### config.mk
export PLATFORM = sky130hd
export DESIGN_NAME = peso_aquisicao
export DESIGN_NICKNAME = d
export VERILOG_FILES = /design/src/rtl/balanca_pkg.sv /design/src/rtl/peso_media.sv /design/src/rtl/peso_aquisicao.sv
export SDC_FILE = /design/constraint.sdc
export NUM_CORES = 1
export LEC_CHECK = 0
export BUFFER_PORTS_ARGS = -buffer_cell sky130_fd_sc_hd__buf_2
export CELL_PAD_IN_SITES_DETAIL_PLACEMENT = 1
export CELL_PAD_IN_SITES_GLOBAL_PLACEMENT = 1
export CORE_MARGIN = 2
export CORE_UTILIZATION = 52
export CTS_BUF_LIST = sky130_fd_sc_hd__clkbuf_4
export CTS_CLUSTER_DIAMETER = 100
export DETAILED_ROUTE_END_ITERATION = 8
export GPL_TIMING_DRIVEN = 0
export HOLD_SLACK_MARGIN = 0.15
export MAX_ROUTING_LAYER = met4
export PLACE_DENSITY_LB_ADDON = 0.2
export SLEW_MARGIN = 20
export SYNTH_ARGS = -nofsm -noshare
export SYNTH_HDL_FRONTEND = slang
export SYNTH_HIERARCHICAL = 1
export SYNTH_SLANG_ARGS = --single-unit
### constraint.sdc
create_clock -name clk -period 9.65 [get_ports clk]
set_input_delay 0.965 -clock clk [delete_from_list [all_inputs] [get_ports clk]]
set_output_delay 0.965 -clock clk [all_outputs]
set_load 0.02 [all_outputs]
### src/rtl/balanca_pkg.sv
// Shared scale types and default constants.
// Keeps acquisition, price and display widths in agreement.
package balanca_pkg;

  localparam int W            = 16;
  localparam int N_LOG2       = 3;
  localparam int MAX_RAW      = 50000;
  localparam int TOL          = 2;
  localparam int STABLE_COUNT = 4;

  typedef enum logic {
    ST_ACC,
    ST_UPD
  } state_e;

endpackage

### src/rtl/peso_media.sv
// Block accumulator: sums 2^N_LOG2 accepted samples.
// Ports: add_i accept, clr_i clear, data_i sample; done_o last, avg_o mean.
module peso_media #(
  parameter int W      = 16,
  parameter int N_LOG2 = 3
) (
  input  logic         clk,
  input  logic         rst,
  input  logic         add_i,
  input  logic         clr_i,
  input  logic [W-1:0] data_i,
  output logic         done_o,
  output logic [W-1:0] avg_o
);

  logic [W+N_LOG2-1:0] acc_q, acc_d;
  logic [N_LOG2-1:0]   cnt_q, cnt_d;

  always_comb begin
    acc_d = acc_q;
    cnt_d = cnt_q;
    if (clr_i) begin
      acc_d = '0;
      cnt_d = '0;
    end else if (add_i) begin
      acc_d = acc_q + {{N_LOG2{1'b0}}, data_i};
      cnt_d = cnt_q + 1'b1;
    end
  end

  // last sample of the block is being accepted now
  assign done_o = add_i && (cnt_q == '1);
  assign avg_o  = W'(acc_q >> N_LOG2);

  always_ff @(posedge clk) begin
    if (rst) begin
      acc_q <= '0;
      cnt_q <= '0;
    end else begin
      acc_q <= acc_d;
      cnt_q <= cnt_d;
    end
  end

endmodule

### src/rtl/peso_aquisicao.sv
// Scale front end: block average, tare, overload, stability.
// Ports: adc_* sample handshake, tare request; weight_kg/valid, flags.
module peso_aquisicao #(
  parameter int W            = balanca_pkg::W,
  parameter int N_LOG2       = balanca_pkg::N_LOG2,
  parameter int MAX_RAW      = balanca_pkg::MAX_RAW,
  parameter int TOL          = balanca_pkg::TOL,
  parameter int STABLE_COUNT = balanca_pkg::STABLE_COUNT
) (
  input  logic         clk,
  input  logic         rst,
  input  logic         adc_valid,
  input  logic [W-1:0] adc_data,
  output logic         adc_ready,
  input  logic         tare,
  output logic [W-1:0] weight_kg,
  output logic         weight_valid,
  output logic         stable,
  output logic         overload
);

  import balanca_pkg::*;

  localparam int SCW = $clog2(STABLE_COUNT + 1);

  state_e state_q, state_d;

  logic         accept;
  logic         upd;
  logic         done;
  logic [W-1:0] avg;
  logic         ov;
  logic [W-1:0] diff;
  logic         steady;

  logic [W-1:0]   weight_q, weight_d;
  logic           wv_q, wv_d;
  logic           stable_q, stable_d;
  logic           ovl_q, ovl_d;
  logic [W-1:0]   offset_q, offset_d;
  logic [W-1:0]   prev_q, prev_d;
  logic [SCW-1:0] scnt_q, scnt_d;
  logic [SCW-1:0] scnt_inc;
  logic           pend_q, pend_d;

  assign adc_ready = (state_q == ST_ACC) && !rst;
  assign accept    = adc_valid && adc_ready;
  assign upd       = (state_q == ST_UPD);

  peso_media #(
    .W      (W),
    .N_LOG2 (N_LOG2)
  ) u_media (
    .clk    (clk),
    .rst    (rst),
    .add_i  (accept),
    .clr_i  (upd),
    .data_i (adc_data),
    .done_o (done),
    .avg_o  (avg)
  );

  always_comb begin
    state_d = state_q;
    unique case (state_q)
      ST_ACC: if (done) state_d = ST_UPD;
      ST_UPD: state_d = ST_ACC;
      default: state_d = ST_ACC;
    endcase
  end

  assign ov     = avg > W'(MAX_RAW);
  assign diff   = (avg >= prev_q) ? avg - prev_q : prev_q - avg;
  assign steady = diff <= W'(TOL);
  assign scnt_inc = (scnt_q == SCW'(STABLE_COUNT))
                  ? scnt_q : scnt_q + 1'b1;

  always_comb begin
    weight_d = weight_q;
    wv_d     = 1'b0;
    stable_d = stable_q;
    ovl_d    = ovl_q;
    offset_d = offset_q;
    prev_d   = prev_q;
    scnt_d   = scnt_q;
    // a tare request is latched until an update can honour it
    pend_d   = pend_q | tare;
    if (upd) begin
      wv_d   = 1'b1;
      prev_d = avg;
      if (ov) begin
        ovl_d    = 1'b1;
        stable_d = 1'b0;
        scnt_d   = '0;
      end else if (pend_q || tare) begin
        ovl_d    = 1'b0;
        offset_d = avg;
        weight_d = '0;
        scnt_d   = '0;
        stable_d = 1'b0;
        pend_d   = 1'b0;
      end else begin
        ovl_d    = 1'b0;
        weight_d = (avg > offset_q) ? avg - offset_q : '0;
        scnt_d   = steady ? scnt_inc : '0;
        stable_d = (scnt_d == SCW'(STABLE_COUNT));
      end
    end
  end

  always_ff @(posedge clk) begin
    if (rst) begin
      state_q  <= ST_ACC;
      weight_q <= '0;
      wv_q     <= 1'b0;
      stable_q <= 1'b0;
      ovl_q    <= 1'b0;
      offset_q <= '0;
      prev_q   <= '0;
      scnt_q   <= '0;
      pend_q   <= 1'b0;
    end else begin
      state_q  <= state_d;
      weight_q <= weight_d;
      wv_q     <= wv_d;
      stable_q <= stable_d;
      ovl_q    <= ovl_d;
      offset_q <= offset_d;
      prev_q   <= prev_d;
      scnt_q   <= scnt_d;
      pend_q   <= pend_d;
    end
  end

  assign weight_kg    = weight_q;
  assign weight_valid = wv_q;
  assign stable       = stable_q;
  assign overload     = ovl_q;

endmodule
; ---- Word-level counts from Yosys, hierarchy flattened
; Cells that the tools add are included.
[word_totals]
reg_bits = 78
inputBits = 20
word_cells = 51
out_inout_bits = 20
[classes]
n_addsub = 6
n_lt_le_gt_ge = 4
n_eq_ne = 3
n_reduce_logical = 8
n_mux = 16
bitwise = 3
[op_table]
columns = op, count
row1 = two-way mux 16 bit, 3
row2 = subtractor 16 bit, 3
row3 = adder 19 x 16 -> 19 bit, 1
row4 = >= comparator 16 bit, 1
row5 = > comparator 16 bit, 1
row6 = > comparator 16 bit (second input constant), 1
row7 = <= comparator 16 x 2 -> 1 bit (second input constant), 1
row8 = two-way mux 3 bit, 4
row9 = equality test 3 bit (second input constant), 3
row10 = two-way mux 1 bit, 8
row11 = adder 3 x 1 -> 3 bit (second input constant), 2
row12 = logical AND 1 bit, 3
row13 = AND reduction 3 bit, 1
row14 = NOT 1 bit, 2
row15 = one-hot mux 1 bit (2 select lines), 1
row16 = AND reduction 2 bit, 1
row17 = OR reduction 2 bit, 1
row18 = zero test 1 bit, 1
row19 = logical OR 1 bit, 1
row20 = OR 1 bit, 1

; ---- Longest topological paths before layout
[depth]
depth_word = 7
depth_mapped = 15
ltp_nobuf = 14

; ---- Hierarchy
; The synthesis kept the hierarchy.
[modules_own_cells]
columns = module, seq_area_each_um2, n_inst, cells_each, area_each_um2
row1 = peso_aquisicao, 1121.1, 1, 571, 4586.9
row2 = peso_media, 440.4, 1, 221, 1784.2

; ---- Worst setup path before layout
; OpenSTA, ideal clock, no wires.
[synth_timing]
path_type = flip-flop to flip-flop
startpoint = register u_media.acc_q[16]
endpoint = register scnt_q[2]
n_path_buf = 3
required_ps = 9591
stages_incl_launch_ff = 15
arrival_ps = 3133
path_slack_ps = 6458
setup_ps = 59
synth_period_minus_slack_ps = 3192
path_cell_list = dfxtp_1 buf_4 inv_1 ha_1 clkbuf_1 a21o_1 a21oi_1 and2b_1 a311o_1 buf_6 or4_4 a21oi_2 nand4_2 a311oi_2 o22a_1
[synth_between]
elab_chain_len = 6
word_cells_on_any_way = 9
cone_classes = add/sub (2) / order compare (3) / mux (4)
[synth_lines]
columns = element, line_no
row1 = start: declaration, peso_media.sv:16  ; logic [W+N_LOG2-1:0] acc_q, acc_d;
row2 = start signal: assignment, peso_media.sv:37  ; acc_q <= '0;
row3 = start signal: assignment, peso_media.sv:40  ; acc_q <= acc_d;
row4 = subtractor 16 bit or >= comparator 16 bit (tied branches), peso_aquisicao.sv:73  ; assign diff = (avg >= prev_q) ? avg - prev_q : prev_q - avg;
row5 = two-way mux 16 bit, peso_aquisicao.sv:73
row6 = <= comparator 16 x 2 -> 1 bit, peso_aquisicao.sv:74  ; assign steady = diff <= W'(TOL);
row7 = two-way mux 3 bit, peso_aquisicao.sv:105  ; scnt_d = steady ? scnt_inc : '0;
row8 = two-way mux 3 bit, peso_aquisicao.sv:95  ; end else if (pend_q || tare) begin
row9 = two-way mux 3 bit (*), peso_aquisicao.sv:91  ; if (ov) begin
row10 = end signal: assignment, peso_aquisicao.sv:130  ; scnt_q <= scnt_d;
row11 = end: declaration, peso_aquisicao.sv:42  ; logic [SCW-1:0] scnt_q, scnt_d;
; Mark *: on every way between the ends. The rest lies on a longest branch, timed or not.
; A chain may end at the register's enable or synchronous reset.

; ---- Worst setup path in the final report
[layout_timing]
startpoint = register u_media.acc_q[3]
endpoint = register scnt_q[2]
; Same word-level chain as after synthesis.

==> impl_metrics.py <==
metrics = {
    "setup_path": {
        "critPathLaunchType": "flip-flop",
        "cpPeakStageDelay_ns": 0.42,
        "critPathMaxFanout": 8,
        "crit_buf_inv": 3,
        "slowest_stage": "o31ai_1",
        "critical_path.top_delay_family": "compound AO/OA/AOI/OAI gates",
        "critPathArrivalTime_ns": 4.41,
        "crit_path_end_kind": "flip-flop",
        "crit_type": "reg2reg",
        "path_cells": "buf_4, inv_1, ha_1, fa_1, nand2b_1, a21oi_1, nor2_1, o31ai_1, a311o_1, buf_6, mux2i_1, xor2_1, nand4_2, a311oi_2, o22a_1",
        "required_ns": 10.04,
    },
    "sta": {
        "fin_tns_setup_ns": 0,
        "fin_crit_sh_pct": 41.7,
        "fin_hold_ws_ns": 0.472,
        "worstMarginPinSlew_ns": 0.967,
        "finalMaxSlewViolations": 0,
        "fin_crit_ns": 4.02,
        "finalClockSkew_ns": 0.0205,
        "rsz0062_at_grt": "false",
        "max_slew_margin_pct": 35.2,
        "fmax_mhz": 249,
        "setup_viol": 0,
        "finalHoldViolCount": 0,
        "fin_ws_ns": 5.63,
    },
    "detailed_routing": {
        "vias_per_cell": 5.99,
        "wl_per_cell_um": 18.8,
        "vias": 5958,
        "drc": 0,
        "drtIter0Drc": 340,
        "routed_wl_um": 18700,
        "dr.pass1.iters": 5,
        "drtAntennaViolNets": 0,
    },
    "synth": {
        "syn-cell-area_mm2": 0.00637,
        "synth_edf_count": 0,
        "ys_top_cells_by_area": "dfxtp_1 (25%), ha_1 (13%), mux2i_1 (7.5%)",
        "syn-num-nets": 883,
        "synth.distinct_cells": 77,
        "yosysSeqAreaShare_pct": 24.5,
        "avgSynthCellArea_um2": 8.04,
        "async_flop_share_pct": 0,
        "synth_seq_cells": 78,
        "synth_top_area_share_pct": 24.5,
        "syn_inst": 792,
        "netlist.top_cell.by_area": "dfxtp_1",
        "ys_warn_count": 6,
        "synth_flop_cell": "dfxtp_1",
    },
    "final_layout": {
        "syn2layout_area_growth_pct": 8.17,
        "fillerInstances": 1528,
        "fin_nets": 933,
        "final_common_cell": "nor2_1",
        "drive_gt1_share_pct": 11.9,
        "antenna-diode-count": 0,
        "layout_common_cells": "nor2_1 (84), dfxtp_1 (78), inv_1 (70), ha_1 (67), nand2_1 (57)",
        "final_core_util_pct": 57.6,
    },
    "place": {
        "port_buffers": 39,
        "place_congestion": 0.913,
        "dp_slack_ns": 5.78,
        "dp.final_hpwl_um": 14900,
    },
    "clock_tree": {
        "clkSinkCount": 78,
        "cts-htree-levels": 3,
        "ctsResizeCount": 0,
        "cts_buffers": 9,
        "ctsLongestPathBuffers": 2,
        "ctsHoldBuffers": 0,
        "clock_latency_ns": 0.45,
        "tritoncts": "built",
        "cts-root-buf": "clkbuf_4",
        "cts_setup_buffers": 0,
        "cts.reportedPaths.clkPinSlew_ns": 0.14,
    },
    "worst_hold_path": {
        "hp-class": "reg2reg",
    },
    "floorplan": {
        "coreArea_mm2": 0.0120,
        "dieWidth_um": 115,
        "die_y_um": 115,
        "io_pins": 40,
        "dieArea_mm2": 0.0132,
        "initial_core_util_pct": 53.3,
        "rows": 40,
    },
    "global_route": {
        "grt_antenna_before_repair": 0,
        "grt_pass1_wl_um": 31100,
        "grt_max_degree": 14,
        "grt_pass1_vias": 6292,
        "grt.total_usage_pct": 30.5,
        "grt-ovfl-total": 0,
    },
    "job": {
        "maxCapViolCount": 0,
    },
    "run_status": {
        "status": "completed",
    },
    "pwr": {
        "peakVddDrop_v": 0.0000595,
        "power_density_mw_per_mm2": 135,
        "p_leak_nw": 2.98,
    },
}
cells in the mapped netlist, drive strengths merged (3+ instances only):
cell,instances
nand3b,4
inv,70
nor2b,11
a21boi,4
nor3b,3
o22ai,3
nor3,11
nand3,12
a21o,24
nand2,57
a41oi,5
clkbuf,16
o21ai,47
nor4,5
a21oi,46
a31oi,9
dfxtp,78
ha,67
o2111ai,3
mux2i,48
or2,4
a22o,7
a221oi,3
o31ai,3
nor2,84
and3,10
xnor2,23
xor2,13
fa,4
and2,6
nand4,8
nand2b,9
o21bai,6
o21a,9
o211ai,6
a311oi,3
buf,27
a211oi,11
or3,3
a31o,3
cell families (layout without fill, tap and decap cells):
kind of cell / Yosys count / in the layout / synth area share, %
buf+inv: 113 / 168 / 8.09
simple gates: 232 / 232 / 17.2
flops: 78 / 78 / 24.5
mux: 49 / 49 / 7.78
fa+ha+maj: 71 / 71 / 14.4
compound gates: 213 / 213 / 23.0
xor+xnor: 36 / 36 / 4.95
metal layers:
metal | GRT usage (%) | up-vias | share of wire [%]
met5 | - | - | 0
met1 | 36.1 | 2890 | 45
li1 | - | 2889 | -
met4 | 11.0 | 0 | 2.8
met3 | 4.66 | 44 | 3.5
met2 | 52.5 | 135 | 49
worst reg2reg max path: stages (launching register included):
cell and delay (ns):
dfxtp_1 0.40, buf_4 0.19, inv_1 0.09, ha_1 0.24, fa_1 0.40, nand2b_1 0.21
a21oi_1 0.37, nor2_1 0.14, o31ai_1 0.42, a311o_1 0.27, buf_6 0.16, mux2i_1 0.28
xor2_1 0.21, nand4_2 0.21, a311oi_2 0.23, o22a_1 0.16
sequential cells by signal, summed over array words and instances, names as in the netlist:
register / flops
state_q: 1
overload: 1
offset_q: 16
weight_kg: 16
pend_q: 1
u_media/acc_q: 19
u_media/cnt_q: 3
prev_q: 16
scnt_q: 3
weight_valid: 1
stable: 1
report_power, final:
| part | switching, mW | internal [mW] |
|---|---|---|
| combinational | 0.227 | 0.164 |
| sequential | 0.00771 | 0.329 |
| clock | 0.120 | 0.0852 |
worst paths after layout:
kind                                      to  cells after the start  slack [ns]             start
worst max-delay path               scnt_q[2]                     15        5.63  u_media/acc_q[3]
worst min-delay path            weight_kg[5]                      2        0.47      weight_kg[5]
worst max register to register     scnt_q[2]                     15        5.63  u_media/acc_q[3]
worst min register to register  weight_kg[5]                      2        0.47      weight_kg[5]
cell type report:
cell class / instances / area (um2) / share of cell area [%]
inverter: 70 / 263 / 3.81
clock buffer: 11 / 82.6 / 1.20
timing repair buffer: 39 / 195 / 2.83
clock inverter: 5 / 58.8 / 0.853
tap: 147 / 184 / 2.67
multi-input combinational: 601 / 4290 / 62.3
sequential: 78 / 1560 / 22.7
buffer: 43 / 253 / 3.67
metrics by stage:
step / cells / instance area (um2) / power, mW
after floorplan: 792 / 6370 / 0.633
after global placement: 978 / 6750 / 0.709
after detailed placement: 978 / 6750 / 0.726
after CTS: 994 / 6890 / 0.933
after global routing: 994 / 6890 / 0.988
final: 994 / 6890 / 0.933
(Power assumes the default switching activity.)
